===== src/rtl/joy_scan_pkg.sv =====
// Shared definitions for the two-player joystick scanner: bit indices, scan states,
// and the opposing-direction cleanup applied to debounced samples.
package joy_scan_pkg;

   localparam int unsigned JOY_UP    = 0;
   localparam int unsigned JOY_DOWN  = 1;
   localparam int unsigned JOY_LEFT  = 2;
   localparam int unsigned JOY_RIGHT = 3;
   localparam int unsigned JOY_FIRE1 = 4;
   localparam int unsigned JOY_FIRE2 = 5;
   localparam int unsigned JOY_W     = 6;

   typedef enum logic [1:0] {
      IDLE,
      SEL1,
      SEL2,
      UPD
   } scan_state_t;

   // Opposing directions pressed together cancel out; fire buttons pass untouched.
   function automatic logic [JOY_W-1:0] clean(input logic [JOY_W-1:0] raw);
      logic [JOY_W-1:0] res;
      res = raw;
      if (raw[JOY_UP] && raw[JOY_DOWN]) begin
         res[JOY_UP]   = 1'b0;
         res[JOY_DOWN] = 1'b0;
      end
      if (raw[JOY_LEFT] && raw[JOY_RIGHT]) begin
         res[JOY_LEFT]  = 1'b0;
         res[JOY_RIGHT] = 1'b0;
      end
      return res;
   endfunction

endpackage


===== src/rtl/joy_scan_if.sv =====
// Joystick port bundle between the board pins, the scanner and the pong core.
interface joy_scan_if;
   logic       ce;
   logic       vsync;
   logic [5:0] joy_n;
   logic       joy_sel;
   logic [7:0] joy1;
   logic [7:0] joy2;
   logic       strobe;

   modport master (
      output ce, vsync, joy_n,
      input  joy_sel, joy1, joy2, strobe
   );

   modport slave (
      input  ce, vsync, joy_n,
      output joy_sel, joy1, joy2, strobe
   );
endinterface


===== src/rtl/joy_scan_debounce.sv =====
// Per-player frame debouncer: an output update needs STABLE identical consecutive samples.
module joy_debounce
   import joy_scan_pkg::*;
#(
   parameter int unsigned STABLE = 2
) (
   input  logic             clock,
   input  logic             reset,
   input  logic             en,
   input  logic [JOY_W-1:0] raw,
   output logic [7:0]       joy
);

   localparam int unsigned CW = (STABLE > 1) ? $clog2(STABLE) : 1;
   localparam logic [CW-1:0] CMAX = CW'(STABLE - 1);

   logic [JOY_W-1:0] cand;
   logic [CW-1:0]    cnt;
   logic [CW-1:0]    cnt_nxt;

   // cnt is the number of repeats of cand beyond its first sighting, saturating at STABLE-1.
   always_comb begin
      cnt_nxt = cnt;
      if (raw != cand) begin
         cnt_nxt = '0;
      end else if (cnt != CMAX) begin
         cnt_nxt = cnt + 1'b1;
      end
   end

   always_ff @(posedge clock or posedge reset) begin
      if (reset) begin
         cand <= '0;
         cnt  <= '0;
         joy  <= '0;
      end else if (en) begin
         cand <= raw;
         cnt  <= cnt_nxt;
         if (cnt_nxt == CMAX) begin
            joy <= {2'b00, clean(raw)};
         end
      end
   end

endmodule


===== src/rtl/joy_scan.sv =====
// Two-player joystick scanner: per frame, selects each player on the shared port,
// waits for the mux to settle, samples, then debounces both players.
module joy_scan
   import joy_scan_pkg::*;
#(
   parameter int unsigned SETTLE = 4,
   parameter int unsigned STABLE = 2
) (
   input  logic       clock,
   input  logic       reset,
   joy_scan_if.slave  bus
);

   localparam int unsigned CW = (SETTLE > 1) ? $clog2(SETTLE) : 1;
   localparam logic [CW-1:0] CSTART = CW'(SETTLE - 1);

   scan_state_t      state, state_nxt;
   logic [CW-1:0]    cnt, cnt_nxt;
   logic             sel, sel_nxt;
   logic             pending, pending_nxt;
   logic [JOY_W-1:0] raw1, raw1_nxt;
   logic [JOY_W-1:0] raw2, raw2_nxt;
   logic [JOY_W-1:0] joy_meta, joy_sync;
   logic             vsync_q;
   logic             vs_edge;
   logic             upd;

   assign vs_edge     = bus.vsync & ~vsync_q;
   assign bus.joy_sel = sel;

   always_ff @(posedge clock or posedge reset) begin
      if (reset) begin
         state    <= IDLE;
         cnt      <= '0;
         sel      <= 1'b0;
         pending  <= 1'b0;
         raw1     <= '0;
         raw2     <= '0;
         joy_meta <= '1;
         joy_sync <= '1;
         vsync_q  <= 1'b0;
         bus.strobe <= 1'b0;
      end else begin
         state    <= state_nxt;
         cnt      <= cnt_nxt;
         sel      <= sel_nxt;
         pending  <= pending_nxt;
         raw1     <= raw1_nxt;
         raw2     <= raw2_nxt;
         joy_meta <= bus.joy_n;
         joy_sync <= joy_meta;
         vsync_q  <= bus.vsync;
         bus.strobe <= upd;
      end
   end

   // Edge capture is not gated by ce; consuming pending in IDLE overrides a same-clock edge.
   always_comb begin
      state_nxt   = state;
      cnt_nxt     = cnt;
      sel_nxt     = sel;
      pending_nxt = pending;
      raw1_nxt    = raw1;
      raw2_nxt    = raw2;
      upd         = 1'b0;
      if (state == IDLE && vs_edge) begin
         pending_nxt = 1'b1;
      end
      if (bus.ce) begin
         case (state)
            IDLE: begin
               if (pending) begin
                  sel_nxt     = 1'b0;
                  cnt_nxt     = CSTART;
                  pending_nxt = 1'b0;
                  state_nxt   = SEL1;
               end
            end
            SEL1: begin
               if (cnt != '0) begin
                  cnt_nxt = cnt - 1'b1;
               end else begin
                  raw1_nxt  = ~joy_sync;
                  sel_nxt   = 1'b1;
                  cnt_nxt   = CSTART;
                  state_nxt = SEL2;
               end
            end
            SEL2: begin
               if (cnt != '0) begin
                  cnt_nxt = cnt - 1'b1;
               end else begin
                  raw2_nxt  = ~joy_sync;
                  sel_nxt   = 1'b0;
                  state_nxt = UPD;
               end
            end
            UPD: begin
               upd       = 1'b1;
               state_nxt = IDLE;
            end
            default: state_nxt = IDLE;
         endcase
      end
   end

   joy_debounce #(.STABLE(STABLE)) u_deb1 (
      .clock (clock),
      .reset (reset),
      .en    (upd),
      .raw   (raw1),
      .joy   (bus.joy1)
   );

   joy_debounce #(.STABLE(STABLE)) u_deb2 (
      .clock (clock),
      .reset (reset),
      .en    (upd),
      .raw   (raw2),
      .joy   (bus.joy2)
   );

endmodule

===== src/flat_wrapper.sv =====
// flat-port wrapper written by rule: the top's interface ports become plain ports
module joy_scan_flat import joy_scan_pkg::*;
#(
   parameter int unsigned SETTLE = 4,
   parameter int unsigned STABLE = 2
)
  (clock, reset, bus_ce, bus_vsync, bus_joy_n, bus_joy_sel, bus_joy1, bus_joy2, bus_strobe);
  joy_scan_if bus_i ();
  input  logic clock;
  input  logic reset;
  input wire logic [$bits(bus_i.ce)-1:0] bus_ce;
  input wire logic [$bits(bus_i.vsync)-1:0] bus_vsync;
  input wire logic [$bits(bus_i.joy_n)-1:0] bus_joy_n;
  output wire logic [$bits(bus_i.joy_sel)-1:0] bus_joy_sel;
  output wire logic [$bits(bus_i.joy1)-1:0] bus_joy1;
  output wire logic [$bits(bus_i.joy2)-1:0] bus_joy2;
  output wire logic [$bits(bus_i.strobe)-1:0] bus_strobe;
  assign bus_i.ce = bus_ce;
  assign bus_i.vsync = bus_vsync;
  assign bus_i.joy_n = bus_joy_n;
  assign bus_joy_sel = bus_i.joy_sel;
  assign bus_joy1 = bus_i.joy1;
  assign bus_joy2 = bus_i.joy2;
  assign bus_strobe = bus_i.strobe;
  joy_scan #(.SETTLE(SETTLE), .STABLE(STABLE)) u_core (.clock(clock), .reset(reset), .bus(bus_i));
endmodule

===== config.mk =====
export PLATFORM = sky130hd
export DESIGN_NAME = joy_scan_flat
export DESIGN_NICKNAME = d
export VERILOG_FILES = /design/src/rtl/joy_scan_pkg.sv /design/src/rtl/joy_scan_if.sv /design/src/rtl/joy_scan_debounce.sv /design/src/rtl/joy_scan.sv /design/src/flat_wrapper.sv
export SDC_FILE = /design/constraint.sdc
export NUM_CORES = 1
export LEC_CHECK = 0
export ABC_AREA = 1
export CORE_ASPECT_RATIO = 2
export CORE_MARGIN = 2
export CORE_UTILIZATION = 56
export CTS_CLUSTER_SIZE = 8
export DETAILED_ROUTE_END_ITERATION = 16
export PLACE_DENSITY = 0.91
export SLEW_MARGIN = 40
export SYNTH_ARGS = -nofsm -noshare
export SYNTH_HDL_FRONTEND = slang
export SYNTH_SLANG_ARGS = --single-unit

===== constraint.sdc =====
create_clock -name clock -period 1.9 [get_ports clock]
set_clock_uncertainty 0.05 [all_clocks]
set_input_delay 0.19 -clock clock [delete_from_list [all_inputs] [get_ports clock]]
set_output_delay 0.19 -clock clock [all_outputs]
set_load 0.02 [all_outputs]

==> flow_summary.yaml, run 1 <==
setup_path:
  r2r_cells: 5
  start_of_the_worst_register_to_register_path: "u_core.state[0]"
  r2r-end: "u_core.raw2[4]"
  critical_path.cell_chain: "inv_1, ha_1, nand3_1, nand2_1, o21ai_0"
  cp_max_fo: 12
  worst_endpoint_required_time_ns: 2.03
  cp_slowest_stage_delay_ns: 0.45
  timing.critical_path.slowest_stage_cell: "sky130_fd_sc_hd__dfrtp_1"
  worstSetupEndpointType: "flop"
  cp_num_buf_inv: 1
  crit_arrival_ns: 1.78
  reg2reg_slack_ns: 0.25
  path_delay_family: "simple AND/OR/NAND/NOR gates"
  timing.setup.critical_path_class: "reg -> reg"
  instance_count_on_the_critical_path: 5
  critical_path.startpoint_type: "flop"
yosys:
  postSynthAreaPerCell_um2: 8.835
  number_of_synthesized_register_bits: 56
  syn-cell-area_mm2: 0.002597
  synth-seq-area-share_pct: 54.53
  ys_types: 23
  yosys_warnings: 0
  netlist_instances: 294
finish:
  layout.nets: 339
  register_area_mm2: 0.001416
  post_route_cells_drive_above_1_share_pct: 10.87
  fillers: 370
  multiInputGateArea_um2: 942.2
  insertedDiodeCount: 0
  area_growth_pct: 14.98
clocking:
  tritoncts: "built"
  clock_tree.buffer_depth: 2
  cts.htree.levels: 2
  clk_pin_slew_worst_paths_ns: 0.11
  worstSkewPairLatency_ns: 0.31
  postCtsSetupBuffers: 0
  holdBufCountCts: 0
  cts_inserted_buffers: 5
  cts-resized-gates: 0
  cts_root_buf: "sky130_fd_sc_hd__clkbuf_8"
  cts.sink_count: 56
pwr:
  p_sw_share_pct: 43.14
  total_switching_power_uw: 2039
  total_leakage_power_uw: 0.001465
  seqPwrFrac_pct: 41.6
  cellInternalPower_uw: 2687
  vdd_drop_max_uv: 1100
  clock_network_power_share_pct: 14.3
  p_per_area_mw_per_mm2: 1582
  pwr-share-comb_pct: 44.1
hold_path:
  min_path_type: "in -> async"
global_route:
  first_global_vias: 1919
  antenna_found_initial: 0
  gr-usage-all-layers_pct: 20.29
  global_route_overflow: 0
  maximum_number_of_pins_on_one_net_before_global_route_repair: 57
  first_pass_grt_wire_length_um: 7852
floorplanning:
  row_count: 35
  initial_core_utilization_pct: 57.03
  fp.coreArea_mm2: 0.004554
  design.die.area_mm2: 0.005232
  fp.dieW_um: 52.16
  num_io_pins: 28
  floorplan.die.height_um: 100.3
routing:
  vias_per_cell: 5.088
  firstDrtPassIters: 6
  detail_route.iter0.violations: 41
  drcViolationCount: 0
  totalWireLength_um: 4574
  detail-route-antenna-nets: 0
  drt-wirelength-per-cell_um: 12.13
  num_vias: 1918
timing:
  setup-tns-final_ns: 0
  fmax_ghz: 0.6060
  min_period_ns: 1.650
  timing_hold_violations_final: 0
  report.final.setup_viol: 0
  finalMaxSlewViolations: 0
  rsz0062_at_grt: "no"
  final_worst_path_period_share_pct: 86.85
  finalWorstSetupSlack_ns: 0.2499
job:
  cap_viol_max_count: 0
placed_design:
  port-buffer-count: 23
  dpl.hpwl_um: 3436
  gpl.final_weighted_congestion: 0.8276
  place_ws_ns: 0.2292
status:
  outcome: "finished clean"
[synth_stat cells]
library cell | number | share of area, %
sky130_fd_sc_hd__o31ai_1 | 1 | 0.29
sky130_fd_sc_hd__nor2_4 | 2 | 0.87
sky130_fd_sc_hd__dfstp_2 | 12 | 12
sky130_fd_sc_hd__o21ai_0 | 30 | 5.8
sky130_fd_sc_hd__buf_4 | 4 | 1.2
sky130_fd_sc_hd__o21bai_1 | 12 | 3.5
sky130_fd_sc_hd__a21oi_4 | 2 | 1.3
sky130_fd_sc_hd__nand2_1 | 80 | 12
sky130_fd_sc_hd__nand2_4 | 1 | 0.43
sky130_fd_sc_hd__o21ai_1 | 1 | 0.19
sky130_fd_sc_hd__dfrtp_1 | 44 | 42
sky130_fd_sc_hd__inv_1 | 47 | 6.8
sky130_fd_sc_hd__conb_1 | 1 | 0.14
sky130_fd_sc_hd__clkbuf_1 | 4 | 0.58
sky130_fd_sc_hd__clkinv_4 | 2 | 0.67
sky130_fd_sc_hd__nand3b_1 | 1 | 0.29
sky130_fd_sc_hd__inv_2 | 3 | 0.43
sky130_fd_sc_hd__nor2_1 | 17 | 2.5
sky130_fd_sc_hd__a21oi_1 | 2 | 0.39
sky130_fd_sc_hd__ha_1 | 8 | 3.9
sky130_fd_sc_hd__nand3_4 | 2 | 1.3
sky130_fd_sc_hd__nand3_1 | 17 | 3.3
sky130_fd_sc_hd__or2_1 | 1 | 0.24
[sequential cells by signal (all words and copies together), names as in the netlist, 6 cells and up]
register            flops
u_core.u_deb1.joy       6
u_core.raw2             6
u_core.raw1             6
u_core.u_deb2.cand      6
u_core.joy_sync         6
u_core.joy_meta         6
u_core.u_deb2.joy       6
u_core.u_deb1.cand      6
[per-layer routing]
| metal | GRT usage (%) | wire, um | vias up |
|---|---|---|---|
| li1 | - | - | 956 |
| met1 | 19.15 | 1645 | 899 |
| met2 | 37.10 | 2578 | 44 |
| met3 | 4.018 | 132 | 19 |
| met4 | 13.61 | 218 | 0 |
| met5 | 0 | 0 | - |
[worst max-delay path by stage]
stage / from / to
floorplan: reset / u_core.bus.joy_sel
global route: u_core.state[0] / u_core.raw2[4]
CTS: u_core.state[0] / u_core.raw2[4]
global placement: bus_ce / u_core.u_deb2.joy[1]
detailed placement: bus_ce / u_core.u_deb2.joy[1]
finish: u_core.state[0] / u_core.raw2[4]
[power groups by stage]
stage               combinational (uW)  clock (uW)  sequential [uW]
floorplan                         1380           0             2050
global placement                  1980           0             1950
detailed placement                2080           0             1990
CTS                               2100         699             1960
global route                      2360         739             2020
finish                            2090         674             1970
[cell usage in the layout (no fill, tap or decap), types with 2 or more instances in the layout]
master,netlist,layout
sky130_fd_sc_hd__dfrtp_1,44,44
sky130_fd_sc_hd__a21oi_4,2,2
sky130_fd_sc_hd__inv_2,3,4
sky130_fd_sc_hd__nor2_1,17,17
sky130_fd_sc_hd__nand2_1,80,80
sky130_fd_sc_hd__nand3_4,2,2
sky130_fd_sc_hd__clkinv_4,2,3
sky130_fd_sc_hd__o21ai_0,30,30
sky130_fd_sc_hd__a21oi_1,2,2
sky130_fd_sc_hd__dfstp_2,12,12
sky130_fd_sc_hd__clkbuf_8,0,5
sky130_fd_sc_hd__clkdlybuf4s50_1,0,23
sky130_fd_sc_hd__o21bai_1,12,12
sky130_fd_sc_hd__nor2_4,2,2
sky130_fd_sc_hd__nand3_1,17,17
sky130_fd_sc_hd__inv_1,47,46
sky130_fd_sc_hd__conb_1,1,4
sky130_fd_sc_hd__ha_1,8,8
[tightest hold or removal path: stages]
cell	delay, ns
sky130_fd_sc_hd__clkdlybuf4s50_1	0.41
sky130_fd_sc_hd__inv_2	0.07
sky130_fd_sc_hd__buf_12	0.27
[stage by stage]
stage | util, % | hold WS (ns) | cell area, um2 | total power [uW] | std cells
2_1_floorplan | - | 0.1445 | 2609 | 3425 | 297
3_3_place_gp | 63.46 | 0.2953 | 2890 | 3930 | 369
3_5_place_dp | 63.46 | 0.2976 | 2890 | 4069 | 369
4_1_cts | 65.58 | 0.1847 | 2987 | 4762 | 377
5_1_grt | 65.58 | 0.2005 | 2987 | 5122 | 377
6_report | 65.58 | 0.1770 | 2987 | 4726 | 377
[cell families after synthesis]
kind of cell / synth area share (%)
AND/OR/NAND/NOR: 20.47
flip-flops: 54.53
buffers and inverters: 9.634
AO/OA/AOI/OAI: 11.37
other: 0.1444
adder cells (fa/ha/maj): 3.854
[layout make-up]
type | instances | share of cell area [%]
Sequential cell | 56 | 47.42
Clock inverter | 3 | 0.9217
Inverter | 52 | 6.871
Multi-Input combinational cell | 181 | 31.55
Tap cell | 55 | 2.304
Timing Repair Buffer | 25 | 8.630
Clock buffer | 5 | 2.304
Note: power is estimated with default switching activity, not from simulation.
==> run 2: changes to the inputs <==
--- a/config.mk
+++ b/config.mk
@@ -6,6 +6,7 @@
 export NUM_CORES = 1
 export LEC_CHECK = 0
 export ABC_AREA = 1
+export CAP_MARGIN = 25
 export CORE_ASPECT_RATIO = 2
 export CORE_MARGIN = 2
 export CORE_UTILIZATION = 56
==> results of run 2 <==
Final layout, timing and power as in run 1 (identical DEF).
